$ cat src/rtl/if_fetch_unit_if.sv
// Bundles the instruction-memory and decode-side signals of the fetch stage.
// The master modport is the fetch unit. The slave modport is memory plus decode.
interface if_fetch_unit_if;
  logic        imem_req;
  logic [31:0] imem_addr;
  logic        imem_ack;
  logic [31:0] imem_rdata;
  logic [31:0] instr;
  logic        instr_valid;
  logic        id_ready;
  logic [31:0] instr_pc;
  logic        branch_taken;
  logic [31:0] branch_offset;
  logic        jump;
  logic [25:0] jump_index;

  modport master (
    output imem_req, imem_addr, instr, instr_valid, instr_pc,
    input  imem_ack, imem_rdata, id_ready, branch_taken, branch_offset,
           jump, jump_index
  );

  modport slave (
    input  imem_req, imem_addr, instr, instr_valid, instr_pc,
    output imem_ack, imem_rdata, id_ready, branch_taken, branch_offset,
           jump, jump_index
  );
endinterface

$ cat src/rtl/if_fetch_unit.sv
// Instruction-fetch stage: it fetches words over req/ack and holds one instruction for decode.
// It resolves the jump or branch redirect when decode consumes that instruction.
module if_fetch_unit #(
  parameter logic [31:0] RESET_PC = 32'h0000_0000
) (
  input  logic          clk,
  input  logic          rst_n,
  if_fetch_unit_if.master bus
);

  localparam logic [1:0] ST_IDLE  = 2'd0;
  localparam logic [1:0] ST_FETCH = 2'd1;
  localparam logic [1:0] ST_HOLD  = 2'd2;

  logic [1:0]  state_q, state_d;
  logic [31:0] pc_q, pc_d;
  logic [31:0] instr_q, instr_d;
  logic [31:0] instr_pc_q, instr_pc_d;
  logic        instr_valid_q, instr_valid_d;

  logic [31:0] instr_pc_plus4;
  logic [31:0] branch_target;
  logic [31:0] jump_target;
  logic        consume;

  assign instr_pc_plus4 = instr_pc_q + 32'd4;
  assign branch_target  = instr_pc_plus4 + {bus.branch_offset[29:0], 2'b00};
  assign jump_target    = {instr_pc_plus4[31:28], bus.jump_index, 2'b00};
  assign consume        = (state_q == ST_HOLD) && bus.id_ready;

  always_comb begin
    state_d       = state_q;
    pc_d          = pc_q;
    instr_d       = instr_q;
    instr_pc_d    = instr_pc_q;
    instr_valid_d = instr_valid_q;

    case (state_q)
      ST_IDLE: begin
        state_d = ST_FETCH;
      end
      ST_FETCH: begin
        if (bus.imem_ack) begin
          instr_d       = bus.imem_rdata;
          instr_pc_d    = pc_q;
          instr_valid_d = 1'b1;
          pc_d          = pc_q + 32'd4;
          state_d       = ST_HOLD;
        end
      end
      ST_HOLD: begin
        if (consume) begin
          instr_valid_d = 1'b0;
          state_d       = ST_FETCH;
          // Jump outranks branch. Otherwise pc_q already holds instr_pc + 4.
          if (bus.jump) begin
            pc_d = jump_target;
          end else if (bus.branch_taken) begin
            pc_d = branch_target;
          end
        end
      end
      default: begin
        state_d       = ST_IDLE;
        instr_valid_d = 1'b0;
      end
    endcase
  end

  always_ff @(posedge clk or negedge rst_n) begin
    if (!rst_n) begin
      state_q       <= ST_IDLE;
      pc_q          <= RESET_PC;
      instr_q       <= 32'd0;
      instr_pc_q    <= 32'd0;
      instr_valid_q <= 1'b0;
    end else begin
      state_q       <= state_d;
      pc_q          <= pc_d;
      instr_q       <= instr_d;
      instr_pc_q    <= instr_pc_d;
      instr_valid_q <= instr_valid_d;
    end
  end

  // The request decodes straight from the state flop, so asserting reset drops it at once.
  assign bus.imem_req    = (state_q == ST_FETCH);
  assign bus.imem_addr   = pc_q;
  assign bus.instr       = instr_q;
  assign bus.instr_valid = instr_valid_q;
  assign bus.instr_pc    = instr_pc_q;

endmodule

$ cat src/flat_wrapper.sv
// flat-port wrapper written by rule: the top's interface ports become plain ports
module if_fetch_unit_flat 
#(
  parameter logic [31:0] RESET_PC = 32'h0000_0000
)
  (clk, rst_n, bus_imem_req, bus_imem_addr, bus_instr, bus_instr_valid, bus_instr_pc, bus_imem_ack, bus_imem_rdata, bus_id_ready, bus_branch_taken, bus_branch_offset, bus_jump, bus_jump_index);
  if_fetch_unit_if bus_i ();
  input  logic clk;
  input  logic rst_n;
  output wire logic [$bits(bus_i.imem_req)-1:0] bus_imem_req;
  output wire logic [$bits(bus_i.imem_addr)-1:0] bus_imem_addr;
  output wire logic [$bits(bus_i.instr)-1:0] bus_instr;
  output wire logic [$bits(bus_i.instr_valid)-1:0] bus_instr_valid;
  output wire logic [$bits(bus_i.instr_pc)-1:0] bus_instr_pc;
  input wire logic [$bits(bus_i.imem_ack)-1:0] bus_imem_ack;
  input wire logic [$bits(bus_i.imem_rdata)-1:0] bus_imem_rdata;
  input wire logic [$bits(bus_i.id_ready)-1:0] bus_id_ready;
  input wire logic [$bits(bus_i.branch_taken)-1:0] bus_branch_taken;
  input wire logic [$bits(bus_i.branch_offset)-1:0] bus_branch_offset;
  input wire logic [$bits(bus_i.jump)-1:0] bus_jump;
  input wire logic [$bits(bus_i.jump_index)-1:0] bus_jump_index;
  assign bus_imem_req = bus_i.imem_req;
  assign bus_imem_addr = bus_i.imem_addr;
  assign bus_instr = bus_i.instr;
  assign bus_instr_valid = bus_i.instr_valid;
  assign bus_instr_pc = bus_i.instr_pc;
  assign bus_i.imem_ack = bus_imem_ack;
  assign bus_i.imem_rdata = bus_imem_rdata;
  assign bus_i.id_ready = bus_id_ready;
  assign bus_i.branch_taken = bus_branch_taken;
  assign bus_i.branch_offset = bus_branch_offset;
  assign bus_i.jump = bus_jump;
  assign bus_i.jump_index = bus_jump_index;
  if_fetch_unit #(.RESET_PC(RESET_PC)) u_core (.clk(clk), .rst_n(rst_n), .bus(bus_i));
endmodule
$ cat config.mk
export PLATFORM = sky130hd
export DESIGN_NAME = if_fetch_unit_flat
export DESIGN_NICKNAME = d
export VERILOG_FILES = /design/src/rtl/if_fetch_unit_if.sv /design/src/rtl/if_fetch_unit.sv /design/src/flat_wrapper.sv
export SDC_FILE = /design/constraint.sdc
export NUM_CORES = 1
export LEC_CHECK = 0
export ABC_CLOCK_PERIOD_IN_PS = 6850
export CAP_MARGIN = 20
export CORE_MARGIN = 2
export CORE_UTILIZATION = 55
export CTS_CLUSTER_DIAMETER = 150
export DETAILED_ROUTE_END_ITERATION = 7
export DONT_BUFFER_PORTS = 1
export HOLD_SLACK_MARGIN = 0.08
export MAX_ROUTING_LAYER = met4
export PLACE_DENSITY = 0.7
export SYNTH_ARGS = -nofsm -noshare
export SYNTH_HDL_FRONTEND = slang
export SYNTH_SLANG_ARGS = --single-unit
$ cat constraint.sdc
create_clock -name clk -period 6.85 [get_ports clk]
set_input_delay 1.37 -clock clk [delete_from_list [all_inputs] [get_ports clk]]
set_output_delay 1.37 -clock clk [all_outputs]
set_load 0.01 [all_outputs]
# After elaboration in Yosys (flattened, before gate mapping)
# Index checks and enable logic that the tools add are counted.
[word_totals] reg_bits=99 input_bits=96 out_inout_bits=98 elab_cells=32
[classes] add_sub_neg=3 n_eq_ne=5 n_mux=11 bitwise_logic=1 n_reduce_logical=7
[ops] cell="two-way mux 32 bit" count=4
[ops] cell="adder 32 x 3 -> 32 bit (second input constant)" count=2
[ops] cell="case mux 32 bit (2 select lines)" count=1
[ops] cell="adder 32 bit" count=1
[ops] cell="case mux 2 bit (3 select lines)" count=1
[ops] cell="two-way mux 2 bit" count=2
[ops] cell="!= test 2 x 1 -> 1 bit (second input constant)" count=2
[ops] cell="AND reduction 2 bit" count=2
[ops] cell="AND reduction 4 bit" count=1
[ops] cell="!= test 3 bit (second input constant)" count=1
[ops] cell="case mux 1 bit (3 select lines)" count=1
[ops] cell="AND reduction 3 bit" count=1
[ops] cell="== test 2 x 1 -> 1 bit (second input constant)" count=1
[ops] cell="== test 2 bit (second input constant)" count=1
[ops] cell="zero test 2 bit" count=1
[ops] cell="two-way mux 1 bit" count=2
[ops] cell="nonzero test 2 bit" count=1
[ops] cell="logical AND 1 bit" count=1
[ops] cell="inverter 1 bit" count=1

# Longest topological paths before layout
[depth] ltp_word=6 ltp_mapped=16 mapped_depth_nobuf=15

# Worst setup path before layout
# No wires, ideal clock.
[synth_path] kind="input to register" from="input port bus_branch_offset[0]" to="register u_core.pc_q[30] (netlist: u_core.bus.imem_addr[30])" setup_ns=0.120 t_arrival_ns=3.345 required_ns=6.730 setup_slack_ns=3.384 cell_stages=10 n_path_buf=0 cell_sequence="ha_1 -> fa_1 -> a21o_1 -> a22o_1 -> o21a_1 -> o21bai_1 -> a211oi_1 -> o21ai_0 -> o311ai_1 -> a31o_2"
[synth_via] elab_chain_cells=5
[synth_rtl] item="from (decl)" line_no="flat_wrapper.sv:19" source="input wire logic [$bits(bus_i.branch_offset)-1:0] bus_branch_offset;"
[synth_rtl] item="adder 32 bit" line_no="if_fetch_unit.sv:27" source="assign branch_target = instr_pc_plus4 + {bus.branch_offset[29:0], 2'b00};"
[synth_rtl] item="two-way mux 32 bit" line_no="if_fetch_unit.sv:58" source="end else if (bus.branch_taken) begin"
[synth_rtl] item="two-way mux 32 bit" line_no="if_fetch_unit.sv:56" source="if (bus.jump) begin"
[synth_rtl] item="two-way mux 32 bit" line_no="if_fetch_unit.sv:52" source="if (consume) begin"
[synth_rtl] item="case mux 32 bit (2 select lines)" line_no="if_fetch_unit.sv:38" source="case (state_q)"
[synth_rtl] item="to (signal assigned)" line_no="if_fetch_unit.sv:79" source="pc_q <= pc_d;"
[synth_rtl] item="to (decl)" line_no="if_fetch_unit.sv:16" source="logic [31:0] pc_q, pc_d;"
# Every way passes these cells. The select of a mux whose other input is x is not followed.
# A chain may end at the register's enable or synchronous reset.

# Worst setup path in the final report
[layout_path] from="register u_core.instr_pc_q[13] (netlist: u_core.bus.instr_pc[13])" to="register u_core.pc_q[27] (netlist: u_core.bus.imem_addr[27])"
[layout_via] elab_chain_cells=6
[layout_rtl] item="from (decl)" line_no="if_fetch_unit.sv:18" source="logic [31:0] instr_pc_q, instr_pc_d;"
[layout_rtl] item="from (signal assigned)" line_no="if_fetch_unit.sv:81" source="instr_pc_q <= instr_pc_d;"
[layout_rtl] item="adder 32 x 3 -> 32 bit" line_no="if_fetch_unit.sv:26" source="assign instr_pc_plus4 = instr_pc_q + 32'd4;"
[layout_rtl] item="adder 32 bit" line_no="if_fetch_unit.sv:27"
[layout_rtl] item="two-way mux 32 bit" line_no="if_fetch_unit.sv:58"
[layout_rtl] item="two-way mux 32 bit" line_no="if_fetch_unit.sv:56"
[layout_rtl] item="two-way mux 32 bit" line_no="if_fetch_unit.sv:52"
[layout_rtl] item="case mux 32 bit (2 select lines)" line_no="if_fetch_unit.sv:38"
# Every way passes these cells. The select of a mux whose other input is x is not followed.

==> results.txt <==
----------------------------------------------------
[Placed design]
  Port-buffer cells ... 0
  Final weighted congestion of routability-driven global placement ... approximately 0.97
  Total placed cells including tap cells ... 1,008
  Dpl hpwl ... 15,300 um
  Total cell area at the placement stage ... 0.00693 mm2

[Power]
  Pwr Total ... 3.41 mW
  Static leakage power ... 3.29 nW
  VDD IR-drop max ... around 240 uV
  Power Dens Cells ... 472 mW/mm2

[Worst setup path]
  Sort of element at the start of the critical path ... flip-flop
  Arrival time worst endpoint ... approximately 4.4 ns
  Type of the worst setup path ... flip-flop to flip-flop
  Endpoint type of the worst setup path ... flip-flop
  Worst-path fanout max ... 7
  Data required time at the worst endpoint ... 7.06 ns

[Global routing]
  Wire length of the first global-routing pass ... 32,000 um
  Via count of the first global-routing pass ... 5,868
  GR Util All Layers ... 0.322
  Global-route congestion overflow total ... 0
  Largest net degree at the start of global routing ... 100
  Initial antenna violation count ... 0

[Layout]
  Layout filler cell count ... 1,109
  Number of nets in the final layout ... 985
  Post-layout instance area ... 0.00722 mm2
  Util after Layout ... 0.599
  Finished Layout Cells ... 1,024
  Number of antenna cells inserted ... 0
  Fraction of layout cells with a size suffix above 1 ... 0.0502
  Area growth from synthesis to layout ... 5.66%

[Die]
  Area of the core ... approximately 0.012 mm2
  I/O pin total ... 194
  Row count ... 40
  Height of the chip ... 115 um
  Die Span X ... 115 um
  Initial standard-cell utilization of the core ... 0.567
  Die Footprint ... 0.0133 mm2

[Synthesis]
  Number of warnings issued by yosys ... 0
  Most area-hungry cell type in the Yosys netlist ... dfrtp_1
  Ranking of synthesized cells by instance count ... 239 x nand2_1, 99 x dfrtp_1, 70 x o21ai_0, 68 x a21oi_1, 51 x nor2_1
  Yosys reg bits ... 99
  Synthesized netlist net count ... roughly 1,000
  Cell with the most instances after synthesis ... nand2_1
  Sequential fraction of the synthesis area ... 0.362
  Post-synth design cell area ... 0.00684 mm2
  Count of unique library cells instantiated by Yosys ... 68
  Mean instance size in the synthesized netlist ... 7.82 um2
  Post-synth top area share ... 0.362
  Primary FF master, synth ... dfrtp_1
  Post-synthesis instance total ... slightly below 900
  Synth area leaders ... dfrtp_1 36%, nand2_1 13%, ha_1 6.6%
  Share of synthesized flip-flops with an asynchronous set or reset ... 1.00
  Number of enable flip-flop cells after synthesis ... 0

[Timing]
  Number of pins with negative max-slew slack in the final report ... 0
  Setup repair after global routing missed its margin ... no
  Post-route clock skew ... 0.00416 ns
  Ratio of final minimum period to clock period ... 0.612
  Number of hold violations in the final report ... 0
  Final-layout setup total negative slack ... 0 ns
  Final setup fails ... 0
  Headroom to the max-slew limit ... 0.453
  Max Clock Freq ... 238 MHz
  Actual transition at the worst max-transition pin ... 0.815 ns
  Final worst path period need ... approximately 4.2 ns

[Clocking]
  Sinks on Clock Net ... 99
  Deepest clock path buffer count ... 2
  Clock edge transition at the registers on the reported setup and hold paths ... 0.06 ns
  Number of H-tree branching levels ... 3
  Root Driver ... clkbuf_16
  Clk Latency, worst-skew pair ... 0.34 ns
  Post-CTS Hold Fix Bufs ... 0
  Inserted Clock Buffers ... 9
  Number of buffers inserted to repair setup after CTS ... 0
  CTS tree ... done
  Resized cells post-CTS ... 0

[Worst hold path]
  Hold Crit Class ... flip-flop to flip-flop

[Route]
  DRC violations left ... 0
  Total wire length after detailed routing ... 20,500 um
  Detailed-route via count ... between 6,000 and 7,000
  Average wire length per cell after detail routing ... 20.1 um
  Routed via count divided by cell count ... between 6 and 7
  Detailed Route Iter0 Violations ... 893
  DRT antenna net count ... 0
  Pre-antenna DRT Iters ... 6

[Flow run]
  Max cap viols ... 0

[Outcome]
  Outcome ... completed

----------------------------------------------------
layout by cell type, fill, tap and decap left out, types with 3 or more instances in the layout:
cell and n:
nand2_1 239, dfrtp_1 99, o21ai_0 70, a21oi_1 68
nor2_1 50, xnor2_1 36, ha_1 36, nand3_1 31
nand4_1 22, inv_1 18, a21o_1 13, xor2_1 12
and3_1 11, nor3_1 11, a31oi_1 10, clkbuf_16 9
o211ai_1 7, o22ai_1 7, a221oi_1 6, o21a_1 6
nand2b_1 5, nand3b_1 5, or2_2 4, or3_1 4
o21bai_1 4, buf_4 4, nor4_1 3, and4_1 3
a21boi_0 3, and2_1 3, clkbuf_1 3
state kept, by name (all words and copies together) (netlist names):
name	cells
u_core.state_q	2
u_core.bus.instr	32
u_core.bus.imem_addr	32
u_core.bus.instr_pc	32
u_core.bus.instr_valid	1
kinds of logic after synthesis:
kind of cell,count (synthesis),synth area share
buf+inv,56,0.0326
xor+xnor,50,0.0663
fa+ha+maj,37,0.0688
flops,99,0.362
compound gates,223,0.199
mux,3,0.00458
simple gates,406,0.266
area by class of cell:
cell class                      instances  area, um2  area share
Multi-Input combinational cell        719       4150       0.574
Clock buffer                           12        236      0.0327
Timing Repair Buffer                    5       45.0     0.00624
Clock inverter                          3       40.0     0.00554
Inverter                               18       67.6     0.00935
Tap cell                              168        210      0.0291
Sequential cell                        99       2480       0.343
per-stage QoR:
step / hold WS (ns) / worst slack, ns
floorplan: 0.514 / 3.38
global placement: 0.534 / 2.82
detailed placement: 0.534 / 2.70
CTS: 0.551 / 2.65
global route: 0.571 / 2.38
finish: 0.545 / 2.66
report_power, final:
part | switching (mW) | leakage (nW) | internal, mW
Combinational | 0.965 | 1.92 | 0.605
Sequential | 0.508 | 1.23 | 0.844
Clock | 0.207 | 0.136 | 0.280
Total | 1.68 | 3.29 | 1.73
per-layer routing:
| layer | global-route usage | vias up | routed length, um |
|---|---|---|---|
| li1 | - | 3022 | - |
| met1 | 0.466 | 3001 | 9070 |
| met2 | 0.463 | 337 | 8960 |
| met3 | 0.0753 | 36 | 2100 |
| met4 | 0.0691 | 0 | 422 |
| met5 | - | - | 0 |
worst max-delay path, cell delays in order, from the launching register on:
cell and delay (ns):
dfrtp_1 0.52, nand2_1 0.15, or3_4 0.40, nor3_1 0.67
nand2_1 0.15, xnor2_1 0.16, ha_1 0.40, a21oi_1 0.23
o21ai_0 0.15, a21oi_1 0.27, o211ai_1 0.19, a211o_1 0.33
xnor2_1 0.30, o21ai_0 0.13
worst paths after layout:
path | start | endpoint | slack (ns) | cells after the start
max in group asynchronous | rst_n | u_core.bus.imem_addr[19] | 5.96 | 0
max reg2reg | u_core.bus.instr_pc[13] | u_core.bus.imem_addr[27] | 2.66 | 13
min in group asynchronous | rst_n | u_core.bus.instr[24] | 0.72 | 0
max | u_core.bus.instr_pc[13] | u_core.bus.imem_addr[27] | 2.66 | 13
min | u_core.bus.instr[24] | u_core.bus.instr[24] | 0.54 | 2
min reg2reg | u_core.bus.instr[24] | u_core.bus.instr[24] | 0.54 | 2
(Power assumes the default switching activity.)
